==> config.mk <==
export PLATFORM = sky130hd
export DESIGN_NAME = mem_write_monitor
export DESIGN_NICKNAME = d
export VERILOG_FILES = /design/src/rtl/mem_write_monitor.sv
export SDC_FILE = /design/constraint.sdc
export NUM_CORES = 2
export LEC_CHECK = 0
export BUFFER_PORTS_ARGS = -buffer_cell sky130_fd_sc_hd__buf_4
export CORE_MARGIN = 2
export CORE_UTILIZATION = 25
export CTS_BUF_LIST = sky130_fd_sc_hd__clkbuf_4
export DETAILED_ROUTE_END_ITERATION = 10
export PLACE_DENSITY_LB_ADDON = 0.3
export SKIP_LAST_GASP = 1
export SYNTH_ARGS = -nofsm -noshare
export SYNTH_HDL_FRONTEND = slang
export SYNTH_SLANG_ARGS = --single-unit
export TNS_END_PERCENT = 30
==> constraint.sdc <==
create_clock -name clk -period 10.29 [get_ports clk]
set_clock_uncertainty 0.2 [all_clocks]
set_input_delay 1.029 -clock clk [delete_from_list [all_inputs] [get_ports clk]]
set_output_delay 1.029 -clock clk [all_outputs]
set_load 0.02 [all_outputs]
==> src/rtl/mem_write_monitor.sv <==
// Passive data-memory store observer: logs stores into an FWFT FIFO,
// counts them and decides pass / fail / timeout for the simulation top.
module mem_write_monitor #(
    parameter int          DEPTH          = 16,
    parameter logic [31:0] DONE_ADDR      = 32'd100,
    parameter logic [31:0] PASS_VALUE     = 32'd7,
    parameter int          TIMEOUT_CYCLES = 1024
) (
    input  logic                     clk,
    input  logic                     reset,
    input  logic                     mem_write,
    input  logic [31:0]              data_adr,
    input  logic [31:0]              write_data,
    input  logic [31:0]              pc,
    input  logic                     rd_en,
    output logic                     rd_valid,
    output logic [31:0]              rd_addr,
    output logic [31:0]              rd_data,
    output logic [31:0]              rd_pc,
    output logic [$clog2(DEPTH):0]   fifo_count,
    output logic                     overflow,
    output logic [15:0]              write_count,
    output logic                     done,
    output logic                     pass,
    output logic                     fail,
    output logic                     timeout
);

    localparam int          AW      = $clog2(DEPTH);
    localparam int          CW      = AW + 1;
    localparam logic [31:0] TO_LAST = 32'(TIMEOUT_CYCLES - 1);

    typedef enum logic [1:0] {
        S_RUN,
        S_PASS,
        S_FAIL,
        S_TIMEOUT
    } state_e;

    state_e          state_q, state_d;
    logic [AW-1:0]   wr_ptr_q, rd_ptr_q;
    logic [CW-1:0]   count_q, count_d;
    logic [31:0]     idle_q, idle_d;
    logic [15:0]     wcnt_q, wcnt_d;
    logic            ovf_q, ovf_d;
    logic            pass_q, fail_q, timeout_q, done_q;

    logic [31:0]     addr_mem [DEPTH];
    logic [31:0]     data_mem [DEPTH];
    logic [31:0]     pc_mem   [DEPTH];

    logic store, pop, full, push, drop;

    assign store = (state_q == S_RUN) && mem_write;
    assign pop   = rd_en && (count_q != '0);
    assign full  = (count_q == CW'(DEPTH));
    // A full log still accepts a store when the head leaves on the same edge.
    assign push  = store && (!full || pop);
    assign drop  = store && full && !pop;

    always_comb begin
        state_d = state_q;
        idle_d  = idle_q;
        wcnt_d  = wcnt_q;
        ovf_d   = ovf_q | drop;
        count_d = count_q + CW'(push) - CW'(pop);
        if (state_q == S_RUN) begin
            if (mem_write) begin
                idle_d = '0;
                if (wcnt_q != 16'hFFFF)
                    wcnt_d = wcnt_q + 16'd1;
                if (data_adr == DONE_ADDR)
                    state_d = (write_data == PASS_VALUE) ? S_PASS : S_FAIL;
            end else if (TIMEOUT_CYCLES != 0) begin
                idle_d = idle_q + 32'd1;
                if (idle_q == TO_LAST)
                    state_d = S_TIMEOUT;
            end
        end
    end

    always_ff @(posedge clk or negedge reset) begin
        if (!reset) begin
            state_q   <= S_RUN;
            wr_ptr_q  <= '0;
            rd_ptr_q  <= '0;
            count_q   <= '0;
            idle_q    <= '0;
            wcnt_q    <= '0;
            ovf_q     <= 1'b0;
            pass_q    <= 1'b0;
            fail_q    <= 1'b0;
            timeout_q <= 1'b0;
            done_q    <= 1'b0;
        end else begin
            state_q   <= state_d;
            count_q   <= count_d;
            idle_q    <= idle_d;
            wcnt_q    <= wcnt_d;
            ovf_q     <= ovf_d;
            pass_q    <= (state_d == S_PASS);
            fail_q    <= (state_d == S_FAIL);
            timeout_q <= (state_d == S_TIMEOUT);
            done_q    <= (state_d != S_RUN);
            if (push)
                wr_ptr_q <= wr_ptr_q + AW'(1);
            if (pop)
                rd_ptr_q <= rd_ptr_q + AW'(1);
        end
    end

    always_ff @(posedge clk) begin
        if (push) begin
            addr_mem[wr_ptr_q] <= data_adr;
            data_mem[wr_ptr_q] <= write_data;
            pc_mem[wr_ptr_q]   <= pc;
        end
    end

    // Storage is not reset, so the head fields read zero while empty.
    assign rd_valid    = (count_q != '0);
    assign rd_addr     = rd_valid ? addr_mem[rd_ptr_q] : 32'd0;
    assign rd_data     = rd_valid ? data_mem[rd_ptr_q] : 32'd0;
    assign rd_pc       = rd_valid ? pc_mem[rd_ptr_q]   : 32'd0;
    assign fifo_count  = count_q;
    assign overflow    = ovf_q;
    assign write_count = wcnt_q;
    assign done        = done_q;
    assign pass        = pass_q;
    assign fail        = fail_q;
    assign timeout     = timeout_q;

endmodule

==> summary by stage <==
Drt
Using the TritonRoute via totals, the vias-per-cell ratio works out to approximately 4.5. The detailed-route via count is 30950. The iteration-0 DRC count of the detailed router is 2153.

Once detail routing completed, the nets flagged for antenna violations numbered 0. After detailed routing, the number of remaining DRC violations is 0. The total wire length is around 160000 microns. After detailed routing, the average wire length per cell comes to between 20 and 25 microns. The number of iterations in the first detailed-routing pass is 5.

GRT
The first global-routing pass estimated approximately 240000 microns of wire. Global routing used 12.99% of the available tracks across all layers. The maximum number of pins on one net before global-route repair is ~130. The via count of the first global-routing pass is between 30000 and 40000. The number of antenna violations at the first check in global routing was 27. After global routing the overflow that remains totals 0.

Setup path
The launch point of the worst reg-to-reg path is state_q[1]. STA classifies the critical path endpoint as an output port. Among all stages on the critical path, the largest delay is contributed by buf_4. The data arrival time at the worst-slack endpoint is between 4 and 5 ns. The category of the most critical setup path is register to output port. The worst endpoint required time is roughly 9 ns. The peak fanout along the critical path is 91.

STA classifies the critical path startpoint as a register. The reg-to-reg setup timing slack is between 5 and 6 ns. The total buffers and inverters traversed by the critical path is 3.

The cell with the most instances on the worst path is buf_4. The worst-case reg-to-reg path depth is 6. The destination of the worst register-to-register timing path is data_mem[15][11]. On the worst path, the slowest cell contributes a delay of about 0.80 ns. Grouping stages by cell kind, the critical path spends the most delay in buffers and inverters. The critical path goes through buf_12, buf_4, mux4_2, mux2i_1, o22ai_1, buf_4.

Min path
The startpoint of the tightest hold check path is pc[17]. The worst hold-check path type is primary input to register. The end point of the worst hold path is pc_mem[9][17]. Along the worst hold path, the cell count comes to 2.

Finish
Cells with a size suffix above 1 make up 36.65% of the layout. The net count of the finished layout is roughly 3500. The cell area after layout is roughly 74000 sq um. The area growth from synthesis to layout is 19.47%.

The layout has between 20000 and 25000 filler cells. The core utilization of the finished layout is 30.01%.

Placed design
The routability congestion estimate from global placement is roughly 0.7. The total half-perimeter wirelength after legalization and detailed placement is roughly 86000 microns. The total placed instance area is 67500 sq um. Port buffering added ~220 buffers.

CTS
The clock slew at the register clock pins of the worst setup and hold paths is 0.07 ns. The CTS sink count is 1604. TritonCTS created ~440 clock buffers. Clock tree synthesis selected as its root buffer the cell clkbuf_4.

The maximum clock insertion buffer count is 4. For the worst-skew pair, the clock arrives at the later sink with an insertion delay of 1.32 ns. The H-tree level count is 5.

TritonCTS built the clock tree.

Floorplanning
The height of the die is ~500 microns. From left edge to right edge, the die measures roughly 500 microns. The die area is between 200000 and 300000 sq um. The I/O pin total is roughly 220. For this configuration, the core starts out at a cell density of approximately 25%. After floorplanning, the core was sized to cover approximately 250000 sq um. The number of placement rows is 182.

Timing
Setup repair after global routing left no endpoint under its margin. After layout, the minimum clock period comes to between 6 and 7 ns. The worst relative slew slack is around 22%.

The number of pins exceeding their max-slew limit in the final report is 0. For the pin with the worst max-slew slack, the measured transition is 1.164 ns. Setup violations remaining at the end of the flow were counted as 0.

In the final timing run, aggregate negative setup slack is 0 ns. The final clock period utilization by the worst path is around three fifths. The worst slack on hold paths is approximately 0.27 ns. The number of hold violations in the final report is 0. Static timing analysis puts the maximum clock frequency at approximately 160 MHz.

Power and ir drop
The worst-case IR drop observed on VDD is 0.0002116 V. The leakage power is 0.02405 uW. In this run switching power makes up about a third of total power. Of the total power, the clock network draws 28.6%.

The net switching power is ~6000 uW. Combinational logic is responsible for 31.0% of the overall power. The power density over the cells is 257.9 nW/um^2. Sequential cells burn 40.4% of the power. The internal power of the cells totals ~13000 uW.

Synth
In this run, synthesis inferred between 1500 and 2000 flip-flops with an integrated enable. The synthesized-area fraction occupied by ao, oa, aoi and oai cells is roughly 1.5%. The dominant register cell in the synthesized netlist is edfxtp_1.

The synthesized area is between 60000 and 70000 sq um. Of the total synthesized cell area, the portion taken by AND, OR, NAND and NOR gates is 1.912%. During synthesis, Yosys emitted a total of 0 warnings.

The post-synthesis mux area share is between 15 and 20%. After synthesis, the largest family of logic cells by area is multiplexers. The cell count after synthesis is between 2000 and 3000.

Summing the areas of all xor and xnor instances in the mapped netlist gives 0.5108% of the synthesized area. Of all flip-flops after synthesis, the portion carrying an async set or reset was between 4 and 5%. Sequential elements use roughly 77% of the synthesized area. The share of synthesized cell area in full adder, half adder and majority cells is less than 1%. A synthesized cell averages 22.50 sq um. The netlist uses 58 different library cells.

Counting every net in the synthesized netlist gives approximately 2900. After synthesis the netlist holds a flip-flop and latch count of about 1600.

Flow run
Across the run, the number of max-cap violations was 0.

Status
The flow ran to the end, and the final reports show no timing, DRC or antenna violations.
-- sequential cells by signal, summed over array words and instances, names as in the netlist --
| register | flops |
|---|---|
| addr_mem | 512 |
| data_mem | 512 |
| pc_mem | 512 |
| idle_q | 32 |
| write_count | 16 |
| fifo_count | 5 |
| rd_ptr_q | 4 |
| wr_ptr_q | 4 |
| state_q | 2 |
| done | 1 |
| fail | 1 |
| overflow | 1 |
| pass | 1 |
| timeout | 1 |
-- final cells by class --
| type | count | area, sq um | share of cell area, % |
|---|---|---|---|
| tap | 3220 | 4029 | 5.463 |
| inverter | 18 | 67.56 | 0.09162 |
| antenna | 19 | 47.55 | 0.06448 |
| clock buffer | 629 | 4722 | 6.403 |
| multi-input combinational | 975 | 13350 | 18.10 |
| timing repair buffer | 384 | 3221 | 4.367 |
| sequential | 1604 | 47840 | 64.87 |
| clock inverter | 82 | 467.9 | 0.6346 |
-- Yosys cell counts, types with 18 or more instances --
| cell type | instances | share of area, % |
|---|---|---|
| dfrtp_1 | 68 | 2.8 |
| xor2_1 | 20 | 0.28 |
| buf_1 | 28 | 0.17 |
| buf_2 | 45 | 0.36 |
| o22ai_1 | 97 | 0.98 |
| nand2_1 | 35 | 0.21 |
| nor4_1 | 35 | 0.35 |
| edfxtp_1 | 1536 | 75 |
| mux4_2 | 384 | 14 |
| mux2i_1 | 195 | 3.2 |
| nor2_1 | 29 | 0.18 |
| clkbuf_1 | 72 | 0.44 |
| inv_1 | 18 | 0.11 |
-- worst max-delay path by stage --
stage,startpoint,end,slack [ns],cells after the start
global route,rd_ptr_q[0],rd_data[19],3.65,6
floorplan,mem_write,addr_mem[3][0],0.94,4
CTS,rd_ptr_q[0],rd_data[19],3.80,6
global placement,mem_write,addr_mem[15][21],4.94,7
detailed placement,mem_write,addr_mem[15][20],4.94,7
finish,rd_ptr_q[0],rd_data[19],4.17,6
-- placed cells by master, fill, tap and decap left out, drive strengths merged, types with 4 or more instances in the layout --
cell and instances:
a21oi 15, and3 4, and4 6, buf 284, bufinv 5, clkbuf 629, clkinv 70, dfrtp 68
diode 19, dlygate4sd3 100, edfxtp 1536, ha 13, inv 24, mux2i 195, mux4 384, nand2 35
nand2b 8, nand3 16, nand4 15, nor2 29, nor3 9, nor4 36, nor4b 6, o21ai 7
o22ai 97, o31ai 10, or3 6, or4 13, xnor2 16, xor2 20
-- power groups by stage --
stage / Sequential (uW) / Clock, uW / Combinational, uW
floorplan: 7730 / 0 / 3880
global placement: 7810 / 0 / 6100
detailed placement: 7820 / 0 / 6100
CTS: 7690 / 5670 / 6150
global route: 7710 / 6000 / 6390
finish: 7680 / 5440 / 5900
-- worst reg2reg max path: stages (launching register included) --
cell and delay, ns:
dfrtp_1 0.50, or3b_1 0.63, a31oi_2 0.72, nand2_1 0.46, nor2_4 0.21, buf_4 0.54
buf_4 0.85
-- through the flow --
step	power (uW)	std cells	worst slack [ns]
2_1_floorplan	11600	2743	0.9406
5_1_grt	20100	6923	3.654
3_5_place_dp	13930	6101	4.938
3_3_place_gp	13920	6101	4.941
6_report	19020	6931	4.171
4_1_cts	19500	6912	3.796
-- repair_timing --
action                                  in CTS  in global routing
endpoints found under the hold margin     1619                  0
hold buffers                               100                  0
buffers inserted                             0                  0
endpoints found under the setup margin       0                  0
gates resized for setup                      0                  0
-- routing by layer --
layer | part of all wire, % | global-route usage (%)
met3 | 5.8 | 3.488
met1 | 44 | 17.17
met2 | 48 | 20.80
met5 | 0.083 | 0
met4 | 2.0 | 3.966
-- cells by family after synthesis --
kind of cell / Yosys count
compound gates: 144
fa+ha+maj: 14
simple gates: 200
buf+inv: 164
mux: 581
flops: 1604
xor+xnor: 36
No activity file was read; power rests on OpenSTA's default activity.
